`src/rtl/mpc_memctl_rsp_pkg.sv`:
```
// Shared MPC types for the memory-controller responder: geometry, request op,
// queue entry layout and line-id helpers.
package mpc_types;

    typedef struct packed {
        int unsigned setWidth;
        int unsigned wayIndexWidth;
        int unsigned nlineWidth;
        int unsigned offsetWidth;
    } mpc_cfg_t;

    localparam mpc_cfg_t MPC_CFG = '{
        setWidth:      32'd3,
        wayIndexWidth: 32'd2,
        nlineWidth:    32'd5,
        offsetWidth:   32'd5
    };

    localparam int SET_W    = int'(MPC_CFG.setWidth);
    localparam int WAY_W    = int'(MPC_CFG.wayIndexWidth);
    localparam int NLINE_W  = int'(MPC_CFG.nlineWidth);
    localparam int OFFSET_W = int'(MPC_CFG.offsetWidth);
    localparam int ADDR_W   = 32;
    localparam int BEAT_W   = 128;
    localparam int BEATS    = 2;
    localparam int QDEPTH   = 4;
    localparam int CNT_W    = $clog2(BEATS);
    localparam int LINE_W   = ADDR_W - OFFSET_W;

    typedef enum logic [2:0] {
        MC_OP_REFILL = 3'd1
    } mpc_memctl_op_e;

    typedef enum logic [1:0] {
        ST_IDLE = 2'd0,
        ST_REQ  = 2'd1,
        ST_BEAT = 2'd2,
        ST_DONE = 2'd3
    } memctl_state_e;

    typedef struct packed {
        logic [NLINE_W-1:0] id;
        logic [LINE_W-1:0]  line;
    } memctl_req_t;

    // Line id is {way, set}
    function automatic logic [SET_W-1:0] id_set(input logic [NLINE_W-1:0] id);
        return id[SET_W-1:0];
    endfunction

    function automatic logic [WAY_W-1:0] id_way(input logic [NLINE_W-1:0] id);
        return id[NLINE_W-1:SET_W];
    endfunction

endpackage

```
`src/rtl/mpc_memctl_rsp_fifo.sv`:
```
// Synchronous FIFO with wrap-around pointers; the extra pointer MSB separates
// full from empty. Push is ignored when full, pop is ignored when empty.
module mpc_sync_fifo #(
    parameter int WIDTH = 8,
    parameter int DEPTH = 4
) (
    input  logic             clk,
    input  logic             rst_n,
    input  logic             push,
    input  logic [WIDTH-1:0] push_data,
    input  logic             pop,
    output logic [WIDTH-1:0] pop_data,
    output logic             full,
    output logic             empty
);

    localparam int AW = $clog2(DEPTH);

    logic [WIDTH-1:0] mem_r [DEPTH];
    logic [AW:0]      wr_ptr_r;
    logic [AW:0]      rd_ptr_r;
    logic             do_push_s;
    logic             do_pop_s;

    assign full      = (wr_ptr_r[AW] != rd_ptr_r[AW]) &&
                       (wr_ptr_r[AW-1:0] == rd_ptr_r[AW-1:0]);
    assign empty     = (wr_ptr_r == rd_ptr_r);
    assign do_push_s = push && !full;
    assign do_pop_s  = pop && !empty;
    assign pop_data  = mem_r[rd_ptr_r[AW-1:0]];

    // Storage and pointer update
    always_ff @(posedge clk or negedge rst_n) begin
        if (!rst_n) begin
            wr_ptr_r <= {(AW+1){1'b0}};
            rd_ptr_r <= {(AW+1){1'b0}};
            for (int i = 0; i < DEPTH; i++) begin
                mem_r[i] <= {WIDTH{1'b0}};
            end
        end else begin
            if (do_push_s) begin
                mem_r[wr_ptr_r[AW-1:0]] <= push_data;
                wr_ptr_r                <= wr_ptr_r + (AW+1)'(1);
            end
            if (do_pop_s) begin
                rd_ptr_r <= rd_ptr_r + (AW+1)'(1);
            end
        end
    end

endmodule

```
`src/rtl/mpc_memctl_rsp.sv`:
```
// MPC memory-controller responder: queues refill requests, issues one line read
// at a time, streams beats into the data array and pulses refill-done.
module mpc_memctl_rsp
    import mpc_types::*;
(
    input  logic                clk,
    input  logic                rst_n,
    input  logic                u_memctl_valid,
    output logic                u_memctl_ready,
    input  logic [2:0]          u_memctl_op,
    input  logic [NLINE_W-1:0]  u_memctl_id,
    input  logic [ADDR_W-1:0]   u_memctl_addr,
    output logic                mem_req_valid,
    input  logic                mem_req_ready,
    output logic [ADDR_W-1:0]   mem_req_addr,
    input  logic                mem_rsp_valid,
    output logic                mem_rsp_ready,
    input  logic [BEAT_W-1:0]   mem_rsp_data,
    input  logic                mem_rsp_last,
    output logic                dat_wr_valid,
    output logic [SET_W-1:0]    dat_wr_set,
    output logic [WAY_W-1:0]    dat_wr_way,
    output logic [CNT_W-1:0]    dat_wr_word,
    output logic [BEAT_W-1:0]   dat_wr_data,
    output logic                d_refill_valid,
    output logic [SET_W-1:0]    d_refill_set,
    output logic [WAY_W-1:0]    d_refill_way,
    output logic                err_illegal_op,
    output logic                err_beat
);

    localparam logic [CNT_W-1:0] LAST_WORD = CNT_W'(BEATS - 1);

    memctl_req_t        push_req_s;
    memctl_req_t        head_s;
    logic               q_full_s;
    logic               q_empty_s;
    logic               q_push_s;
    logic               q_pop_s;
    logic               legal_op_s;
    logic               in_hs_s;
    logic               beat_hs_s;
    logic               last_word_s;
    logic               unused_s;

    memctl_state_e      state_r;
    logic [SET_W-1:0]   set_r;
    logic [WAY_W-1:0]   way_r;
    logic [LINE_W-1:0]  line_r;
    logic [CNT_W-1:0]   cnt_r;
    logic               in_ready_r;
    logic               mem_req_valid_r;
    logic               refill_r;
    logic               err_op_r;
    logic               err_beat_r;

    // in_ready_r keeps the request port closed while reset is applied
    assign legal_op_s     = (u_memctl_op == MC_OP_REFILL);
    assign u_memctl_ready = in_ready_r && !q_full_s;
    assign in_hs_s        = u_memctl_valid && u_memctl_ready;
    assign q_push_s       = in_hs_s && legal_op_s;
    assign q_pop_s        = (state_r == ST_IDLE) && !q_empty_s;
    assign push_req_s     = '{id: u_memctl_id, line: u_memctl_addr[ADDR_W-1:OFFSET_W]};
    assign unused_s       = ^u_memctl_addr[OFFSET_W-1:0];

    mpc_sync_fifo #(
        .WIDTH ($bits(memctl_req_t)),
        .DEPTH (QDEPTH)
    ) u_req_q (
        .clk       (clk),
        .rst_n     (rst_n),
        .push      (q_push_s),
        .push_data (push_req_s),
        .pop       (q_pop_s),
        .pop_data  (head_s),
        .full      (q_full_s),
        .empty     (q_empty_s)
    );

    assign mem_req_valid  = mem_req_valid_r;
    assign mem_req_addr   = {line_r, {OFFSET_W{1'b0}}};
    assign mem_rsp_ready  = (state_r == ST_BEAT);
    assign beat_hs_s      = mem_rsp_valid && mem_rsp_ready;
    assign last_word_s    = (cnt_r == LAST_WORD);

    assign dat_wr_valid   = beat_hs_s;
    assign dat_wr_set     = set_r;
    assign dat_wr_way     = way_r;
    assign dat_wr_word    = cnt_r;
    assign dat_wr_data    = beat_hs_s ? mem_rsp_data : {BEAT_W{1'b0}};

    assign d_refill_valid = refill_r;
    assign d_refill_set   = set_r;
    assign d_refill_way   = way_r;
    assign err_illegal_op = err_op_r;
    assign err_beat       = err_beat_r;

    // Refill sequencer: one outstanding line read, beat counter decides line end
    always_ff @(posedge clk or negedge rst_n) begin
        if (!rst_n) begin
            state_r         <= ST_IDLE;
            set_r           <= {SET_W{1'b0}};
            way_r           <= {WAY_W{1'b0}};
            line_r          <= {LINE_W{1'b0}};
            cnt_r           <= {CNT_W{1'b0}};
            in_ready_r      <= 1'b0;
            mem_req_valid_r <= 1'b0;
            refill_r        <= 1'b0;
            err_op_r        <= 1'b0;
            err_beat_r      <= 1'b0;
        end else begin
            in_ready_r <= 1'b1;
            if (in_hs_s && !legal_op_s) begin
                err_op_r <= 1'b1;
            end
            case (state_r)
                ST_IDLE: begin
                    if (!q_empty_s) begin
                        set_r   <= id_set(head_s.id);
                        way_r   <= id_way(head_s.id);
                        line_r  <= head_s.line;
                        state_r <= ST_REQ;
                    end
                end
                ST_REQ: begin
                    if (!mem_req_valid_r) begin
                        mem_req_valid_r <= 1'b1;
                    end else if (mem_req_ready) begin
                        mem_req_valid_r <= 1'b0;
                        cnt_r           <= {CNT_W{1'b0}};
                        state_r         <= ST_BEAT;
                    end
                end
                ST_BEAT: begin
                    if (beat_hs_s) begin
                        if (mem_rsp_last != last_word_s) begin
                            err_beat_r <= 1'b1;
                        end
                        if (last_word_s) begin
                            cnt_r    <= {CNT_W{1'b0}};
                            refill_r <= 1'b1;
                            state_r  <= ST_DONE;
                        end else begin
                            cnt_r <= cnt_r + CNT_W'(1);
                        end
                    end
                end
                ST_DONE: begin
                    refill_r <= 1'b0;
                    state_r  <= ST_IDLE;
                end
                default: begin
                    mem_req_valid_r <= 1'b0;
                    refill_r        <= 1'b0;
                    state_r         <= ST_IDLE;
                end
            endcase
        end
    end

endmodule

```
`config.mk`:
```
export PLATFORM = sky130hd
export DESIGN_NAME = mpc_memctl_rsp
export DESIGN_NICKNAME = d
export VERILOG_FILES = /design/src/rtl/mpc_memctl_rsp_pkg.sv /design/src/rtl/mpc_memctl_rsp_fifo.sv /design/src/rtl/mpc_memctl_rsp.sv
export SDC_FILE = /design/constraint.sdc
export NUM_CORES = 1
export LEC_CHECK = 0
export BUFFER_PORTS_ARGS = -buffer_cell sky130_fd_sc_hd__buf_2
export CAP_MARGIN = 20
export CORE_MARGIN = 4
export CORE_UTILIZATION = 45
export CTS_CLUSTER_SIZE = 10
export DETAILED_ROUTE_END_ITERATION = 10
export MAX_ROUTING_LAYER = met4
export PLACE_DENSITY = 0.72
export SETUP_SLACK_MARGIN = 0.15
export SYNTH_ARGS = -nofsm -noshare
export SYNTH_HDL_FRONTEND = slang
export SYNTH_SLANG_ARGS = --single-unit
```
`constraint.sdc`:
```
create_clock -name clk -period 1.9 [get_ports clk]
set_input_delay 0.19 -clock clk [delete_from_list [all_inputs] [get_ports clk]]
set_output_delay 0.19 -clock clk [all_outputs]
set_load 0.005 [all_outputs]
```
==> results of run 1 <==
==> kinds of logic after synthesis <==
| logic type | after synthesis | share of synthesized area (%) |
|---|---|---|
| muxes | 196 | 31.1 |
| other | 2 | 0.0860 |
| adders and majority gates | 9 | 1.29 |
| and+or+nand+nor | 147 | 11.2 |
| AOI/OAI and AO/OA | 10 | 0.817 |
| xor gates and xnor gates | 8 | 0.974 |
| DFF | 174 | 49.9 |
| buffers and inverters | 69 | 4.74 |
==> power by group <==
group / internal, mW / leakage, nW / switching, mW
clock network: 1.72 / 0.269 / 1.61
logic: 4.68 / 4.56 / 3.26
registers: 4.87 / 2.30 / 0.748
==> final cells by class <==
cell class / instances / area [um2] / area share [%]
Multi-Input combinational cell: 376 / 4280 / 34.0
Clock buffer: 17 / 425 / 3.37
Clock inverter: 15 / 131 / 1.04
Inverter: 7 / 26.3 / 0.208
Antenna cell: 35 / 87.6 / 0.694
Timing Repair Buffer: 415 / 2980 / 23.6
Tap cell: 260 / 325 / 2.58
Sequential cell: 174 / 4360 / 34.6
==> routing by layer <==
layer	track usage (%)	up-vias	wire [um]
met1	37.5	3525	13700
li1	-	3056	-
met5	-	-	0
met3	16.5	40	4610
met2	42.5	362	16000
met4	7.97	0	647
==> placed cells by master (no fill, tap or decap), types with 2 or more instances in the layout <==
cell type	instances
xnor2_1	4
inv_1	6
nand2_1	2
buf_12	15
xnor2_4	2
conb_1	6
mux4_2	32
buf_6	34
inv_8	3
buf_8	2
nand3_1	2
diode_2	35
dlygate4sd3_1	2
o21ai_0	2
buf_2	319
clkinvlp_4	3
mux2_4	74
buf_16	3
clkbuf_16	32
dfrtp_1	170
ha_1	8
nor2_1	4
clkinv_2	3
and3_4	18
a21o_1	2
nand4_4	4
and2_4	2
and3_1	110
mux2_2	89
buf_4	25
dfrtp_2	4
inv_6	4
and3_2	2
==> state kept, by name (all words and copies together), names as in the netlist <==
register / count
line_r: 27
u_req_q.wr_ptr_r: 3
u_req_q.mem_r: 128
err_beat: 1
d_refill_valid: 1
u_req_q.rd_ptr_r: 3
dat_wr_word: 1
in_ready_r: 1
d_refill_set: 3
d_refill_way: 2
state_r: 2
err_illegal_op: 1
mem_req_valid: 1
==> cells in the mapped netlist (3+ instances only) <==
| cell | n | share of area [%] |
|---|---|---|
| buf_6 | 13 | 1.7 |
| and3_1 | 130 | 9.3 |
| mux4_2 | 32 | 8.3 |
| buf_2 | 4 | 0.23 |
| nor2_1 | 4 | 0.17 |
| dfrtp_1 | 174 | 50 |
| xnor2_1 | 5 | 0.50 |
| mux2_4 | 39 | 6.7 |
| ha_1 | 9 | 1.3 |
| inv_1 | 7 | 0.30 |
| clkbuf_1 | 31 | 1.3 |
| nand4_4 | 4 | 0.97 |
| buf_4 | 14 | 1.2 |
| mux2_2 | 124 | 16 |
| nand3_1 | 3 | 0.17 |
==> how the worst max path moves through the flow <==
stage,end,slack [ns],cells past startpoint
after detailed placement,u_req_q.mem_r[19],0.1,5
after global placement,u_req_q.mem_r[17],0.14,5
after floorplan,u_req_q.mem_r[22],0.22,6
final,u_req_q.mem_r[111],0.01,7
after global routing,u_req_q.mem_r[111],-0.05,7
after CTS,dat_wr_data[61],0.01,6
==> repair_timing <==
item                       in CTS  in global routing
cloned                          4                 16
buffers inserted                9                 13
pin swaps                       3                  8
hold buffers                    2                  0
setup endpoints to repair     180                271
hold endpoints to repair       56                  0
resized for setup              37                 88
==> results.ini, run 1 <==
[run_status]
outcome = complete, no violations

[worst_setup_path]
worstPathArrival_ns = 2.20
crit_slowest_cell = dfrtp_1
crit_chain = xnor2_2 -> nand3b_4 -> buf_6 -> buf_6 -> nand4_4 -> clkbuf_16 -> mux2_4
worstSetupPathType = reg -> reg
max_stage_delay_ns = 0.42
crit_start = u_req_q.wr_ptr_r[2]
r2r_slack_ns = 0.01
rr_endpoint = u_req_q.mem_r[111]
crit_buf_inv = 3
cp-start-kind = flop
r2r-start = u_req_q.wr_ptr_r[2]
worst-r2r-cell-count = 7
cpMostUsedCell = buf_6
crit_required_ns = 2.21
endpoint_kind = flop
cpLargestDelayFamily = buffers and inverters
crit_fanout = 5

[yosys]
postSynthCellCount = 615
ys_types = 31
synth_area_per_cell_um2 = 14.2
synth_seq_area_share_pct = 49.9
netlist_area_um2 = 8730
synth-seq-cells = 174
synth_flop_cell = dfrtp_1
yosys_warnings = 0
synth_edf_count = 0
async_flop_share_pct = 100

[floorplanning]
ios = 352
initial_utilization_pct = 46.2
die_area_um2 = 21700
die_width_um = 147
core_area_um2 = 18900
rows = 50
die_h_um = 147

[clocking]
cts_buffer_depth = 2
cts_tree = done
clock-sinks = 174
clkLatencyLatePin_ns = 0.43
root_buffer = clkbuf_16
h-tree-depth = 4
numCtsBuffers = 17
clk_pin_slew_worst_paths_ns = 0.07

[sta]
rsz0062_at_grt = true
finalCriticalPeriod_ns = 1.89
max_freq_mhz = 530
whs_ns = 0.0323
setup_tns_ns = 0
finClkSkew_ns = 0.00955
max-slew-margin-rel_pct = 60.4
postLayoutSetupSlackWorst_ns = 0.0116
finalHoldViolCount = 0
setup_viol = 0
finalMaxSlewViolations = 0
post-route-period-util_pct = 99.4
tightest_slew_ns = 0.594

[global_routing]
grt_pass1_wl_um = 45700
antenna_found_initial = 40
overflow = 0
grt_max_degree = 63
grt_pass1_vias = 6752
track_usage_pct = 30.0

[power]
p_total_mw = 16.9
p_per_area_nw_per_um2 = 1340
power_leakage_nw = 7.14
ir_drop_mv = 0.940

[placement]
pre_cts_slack_ns = 0.0997
dp_hpwl_um = 24700
dpl.cell_count = 1188
port_buffers = 341
gp_congestion = 0.991
place_area_um2 = 10800

[route]
vias = 6983
first_pass_iters = 5
post_drt_wl_per_cell_um = 26.9
viasPerCell = 5.38
drt_wl_total_um = 34900
drt_iter0_markers = 530
drc = 0
ant_nets = 0

[final_layout]
fin_nets = 1174
final_cells = 1299
postLayoutCoreUtil_pct = 66.8
nFillCells = 1368
layout-drive-gt1-share_pct = 67.7
syn2layout_area_growth_pct = 44.4
final_cell_area_um2 = 12600

[min_path]
hold_class = in -> reg
min_from = u_memctl_addr[23]
min_to = u_req_q.mem_r[82]
hold_depth = 2

[flow_run]
maxCapViolations = 0

Power figures use the tool's default switching activity.
==> run 2: changes to the inputs <==
--- a/config.mk
+++ b/config.mk
@@ -7,7 +7,7 @@
 export LEC_CHECK = 0
 export BUFFER_PORTS_ARGS = -buffer_cell sky130_fd_sc_hd__buf_2
 export CAP_MARGIN = 20
-export CORE_MARGIN = 4
+export CORE_MARGIN = 10
 export CORE_UTILIZATION = 45
 export CTS_CLUSTER_SIZE = 10
 export DETAILED_ROUTE_END_ITERATION = 10
==> constraint.sdc (replaced) <==
create_clock -name clk -period 2.2 [get_ports clk]
set_input_delay 0.22 -clock clk [delete_from_list [all_inputs] [get_ports clk]]
set_output_delay 0.22 -clock clk [all_outputs]
set_load 0.005 [all_outputs]
==> results.ini, run 2 (same netlist as run 1, synthesis figures left out) <==
[run_status]
outcome = complete, no violations  ; unchanged

[placement]
port_buffers = 341  ; unchanged
pre_cts_slack_ns = 0.284  ; was 0.0997 ns
dp_hpwl_um = 22900  ; was 24700 um
dpl.cell_count = 1182  ; was 1188
gp_congestion = 0.951  ; was 0.991

[worst_setup_path]
crit_required_ns = 1.98  ; was 2.21 ns
cp-start-kind = flop  ; unchanged
worstSetupPathType = reg -> out  ; was reg -> reg
endpoint_kind = output port  ; was flop
rr_endpoint = u_req_q.mem_r[124]  ; was u_req_q.mem_r[111]
worst-r2r-cell-count = 5  ; was 7
worstPathArrival_ns = 1.80  ; was 2.20 ns
r2r_slack_ns = 0.27  ; was 0.01 ns
r2r-start = u_req_q.rd_ptr_r[2]  ; was u_req_q.wr_ptr_r[2]
crit_start = state_r[0]  ; was u_req_q.wr_ptr_r[2]
endpoint = dat_wr_data[3]  ; was u_req_q.mem_r[111]
crit_fanout = 5  ; unchanged

[clocking]
clk_pin_slew_worst_paths_ns = 0.07  ; about the same
h-tree-depth = 4  ; unchanged
cts_buffer_depth = 2  ; unchanged
numCtsBuffers = 17  ; unchanged
clock-sinks = 174  ; unchanged
cts_tree = done  ; unchanged
clkLatencyLatePin_ns = 0.44  ; was 0.43 ns
root_buffer = clkbuf_16  ; unchanged

[route]
post_drt_wl_per_cell_um = 24.0  ; was 26.9 um
viasPerCell = 5.27  ; was 5.38
met1_length_um = 11700  ; was 13700 um
ant_nets = 0  ; unchanged
first_pass_iters = 8  ; was 5
wl_met3_um = 2360  ; was 4610 um
drc = 0  ; unchanged
drt_iter0_markers = 625  ; was 530
vias = 6509  ; was 6983
drt_wl_total_um = 29700  ; was 34900 um
top_layer = met4  ; unchanged
wl_met2_um = 15400  ; was 16000 um

[sta]
whs_ns = 0.0338  ; was 0.0323 ns
max_freq_mhz = 495
setup_tns_ns = 0  ; unchanged
post-route-period-util_pct = 91.9
finalHoldViolCount = 0  ; unchanged
setup_viol = 0  ; unchanged
finalMaxSlewViolations = 0  ; unchanged
postLayoutSetupSlackWorst_ns = 0.178  ; was 0.0116 ns
max-slew-margin-rel_pct = 63.4  ; was 60.4%
rsz0062_at_grt = true  ; unchanged
tightest_slew_ns = 0.549  ; was 0.594 ns
finalCriticalPeriod_ns = 2.02
finClkSkew_ns = 0.0132  ; was 0.00955 ns

[final_layout]
fin_nets = 1133  ; was 1174
syn2layout_area_growth_pct = 30.9  ; was 44.4%
largest_reg_flops = 128  ; unchanged
layout-drive-gt1-share_pct = 63.7  ; was 67.7%
regMostFlops = u_req_q.mem_r  ; unchanged
layout_commonest_cell = buf_2  ; unchanged
layout_common_cells = buf_2 (340), dfrtp_1 (172), and3_1 (129)  ; was buf_2 (319), dfrtp_1 (170), and3_1 (110)
reg_top3 = u_req_q.mem_r x128, line_r x27  ; unchanged
final_cells = 1236  ; was 1299

[floorplanning]
core_area_um2 = 18900  ; unchanged
rows = 50  ; unchanged
die_h_um = 159  ; was 147 um
ios = 352  ; unchanged
initial_utilization_pct = 46.2  ; unchanged
die_width_um = 159  ; was 147 um
die_area_um2 = 25400  ; was 21700 um2

[power]
p_per_area_nw_per_um2 = 1130  ; was 1340 nW/um2
power_leakage_nw = 6.62  ; was 7.14 nW
p_total_mw = 12.9  ; was 16.9 mW
ir_drop_mv = 0.915  ; was 0.940 mV

[global_routing]
grt_max_degree = 130  ; was 63
grt_pass1_wl_um = 43500  ; was 45700 um
overflow = 0  ; unchanged
grt_pass1_vias = 6696  ; was 6752
track_usage_pct = 23.1  ; was 30.0%
antenna_found_initial = 22  ; was 40

[flow_run]
maxCapViolations = 0  ; unchanged

[min_path]
hold_class = in -> reg  ; unchanged

[run 2: through the flow]
stage	instance area [um2]	util (%)
after floorplan	8750	-
after global placement	10700	56.7
after detailed placement	10700	56.7
after CTS	11300	59.9
after global routing	11400	60.4
final	11400	60.5
[run 2: final cells by class]
class | instances | area, um2
clock inverters | 13 | 120
fillers | 1549 | 7460
multi-input cells | 376 | 4000
repair buffers | 374 | 2130
flip-flops and latches | 174 | 4360
diodes | 13 | 32.5
clock buffers | 19 | 443
well taps | 260 | 325
inverters | 7 | 26.3
[run 2: report_power, final]
part | total, mW | internal (mW) | switching [mW]
Combinational | 5.19 | 2.94 | 2.24
Sequential | 4.80 | 4.20 | 0.601
Clock | 2.89 | 1.52 | 1.37
Total | 12.9 | 8.66 | 4.22
[run 2: worst max-delay path, cell delays in order, from the launching register on]
cell and delay (ns):
dfrtp_1 0.43, inv_2 0.11, ha_4 0.15, clkbuf_2 0.18
buf_4 0.14, and3_1 0.21, buf_2 0.15
[run 2: worst min path at each step]
stage                             end  cells past startpoint            from
finish                 err_illegal_op                      2  u_memctl_valid
global route           err_illegal_op                      2  u_memctl_valid
CTS                    err_illegal_op                      2  u_memctl_valid
detailed placement  u_req_q.mem_r[75]                      1           rst_n
global placement    u_req_q.mem_r[75]                      1           rst_n
floorplan             d_refill_set[0]                      0           rst_n
[run 2: layer usage]
layer | vias to the layer above | global-route usage (%)
li1 | 2925 | -
met4 | 0 | 5.60
met3 | 29 | 7.59
met2 | 293 | 38.6
met5 | - | -
met1 | 3262 | 26.6
[run 2: what timing repair did]
item                       in CTS  in global routing
gates resized for setup         1                  2
hold buffers                    1                  0
setup buffers                   3                  4
pin swaps                       0                  0
cloned                          0                  1
hold endpoints to repair       48                  0
setup endpoints to repair     111                102
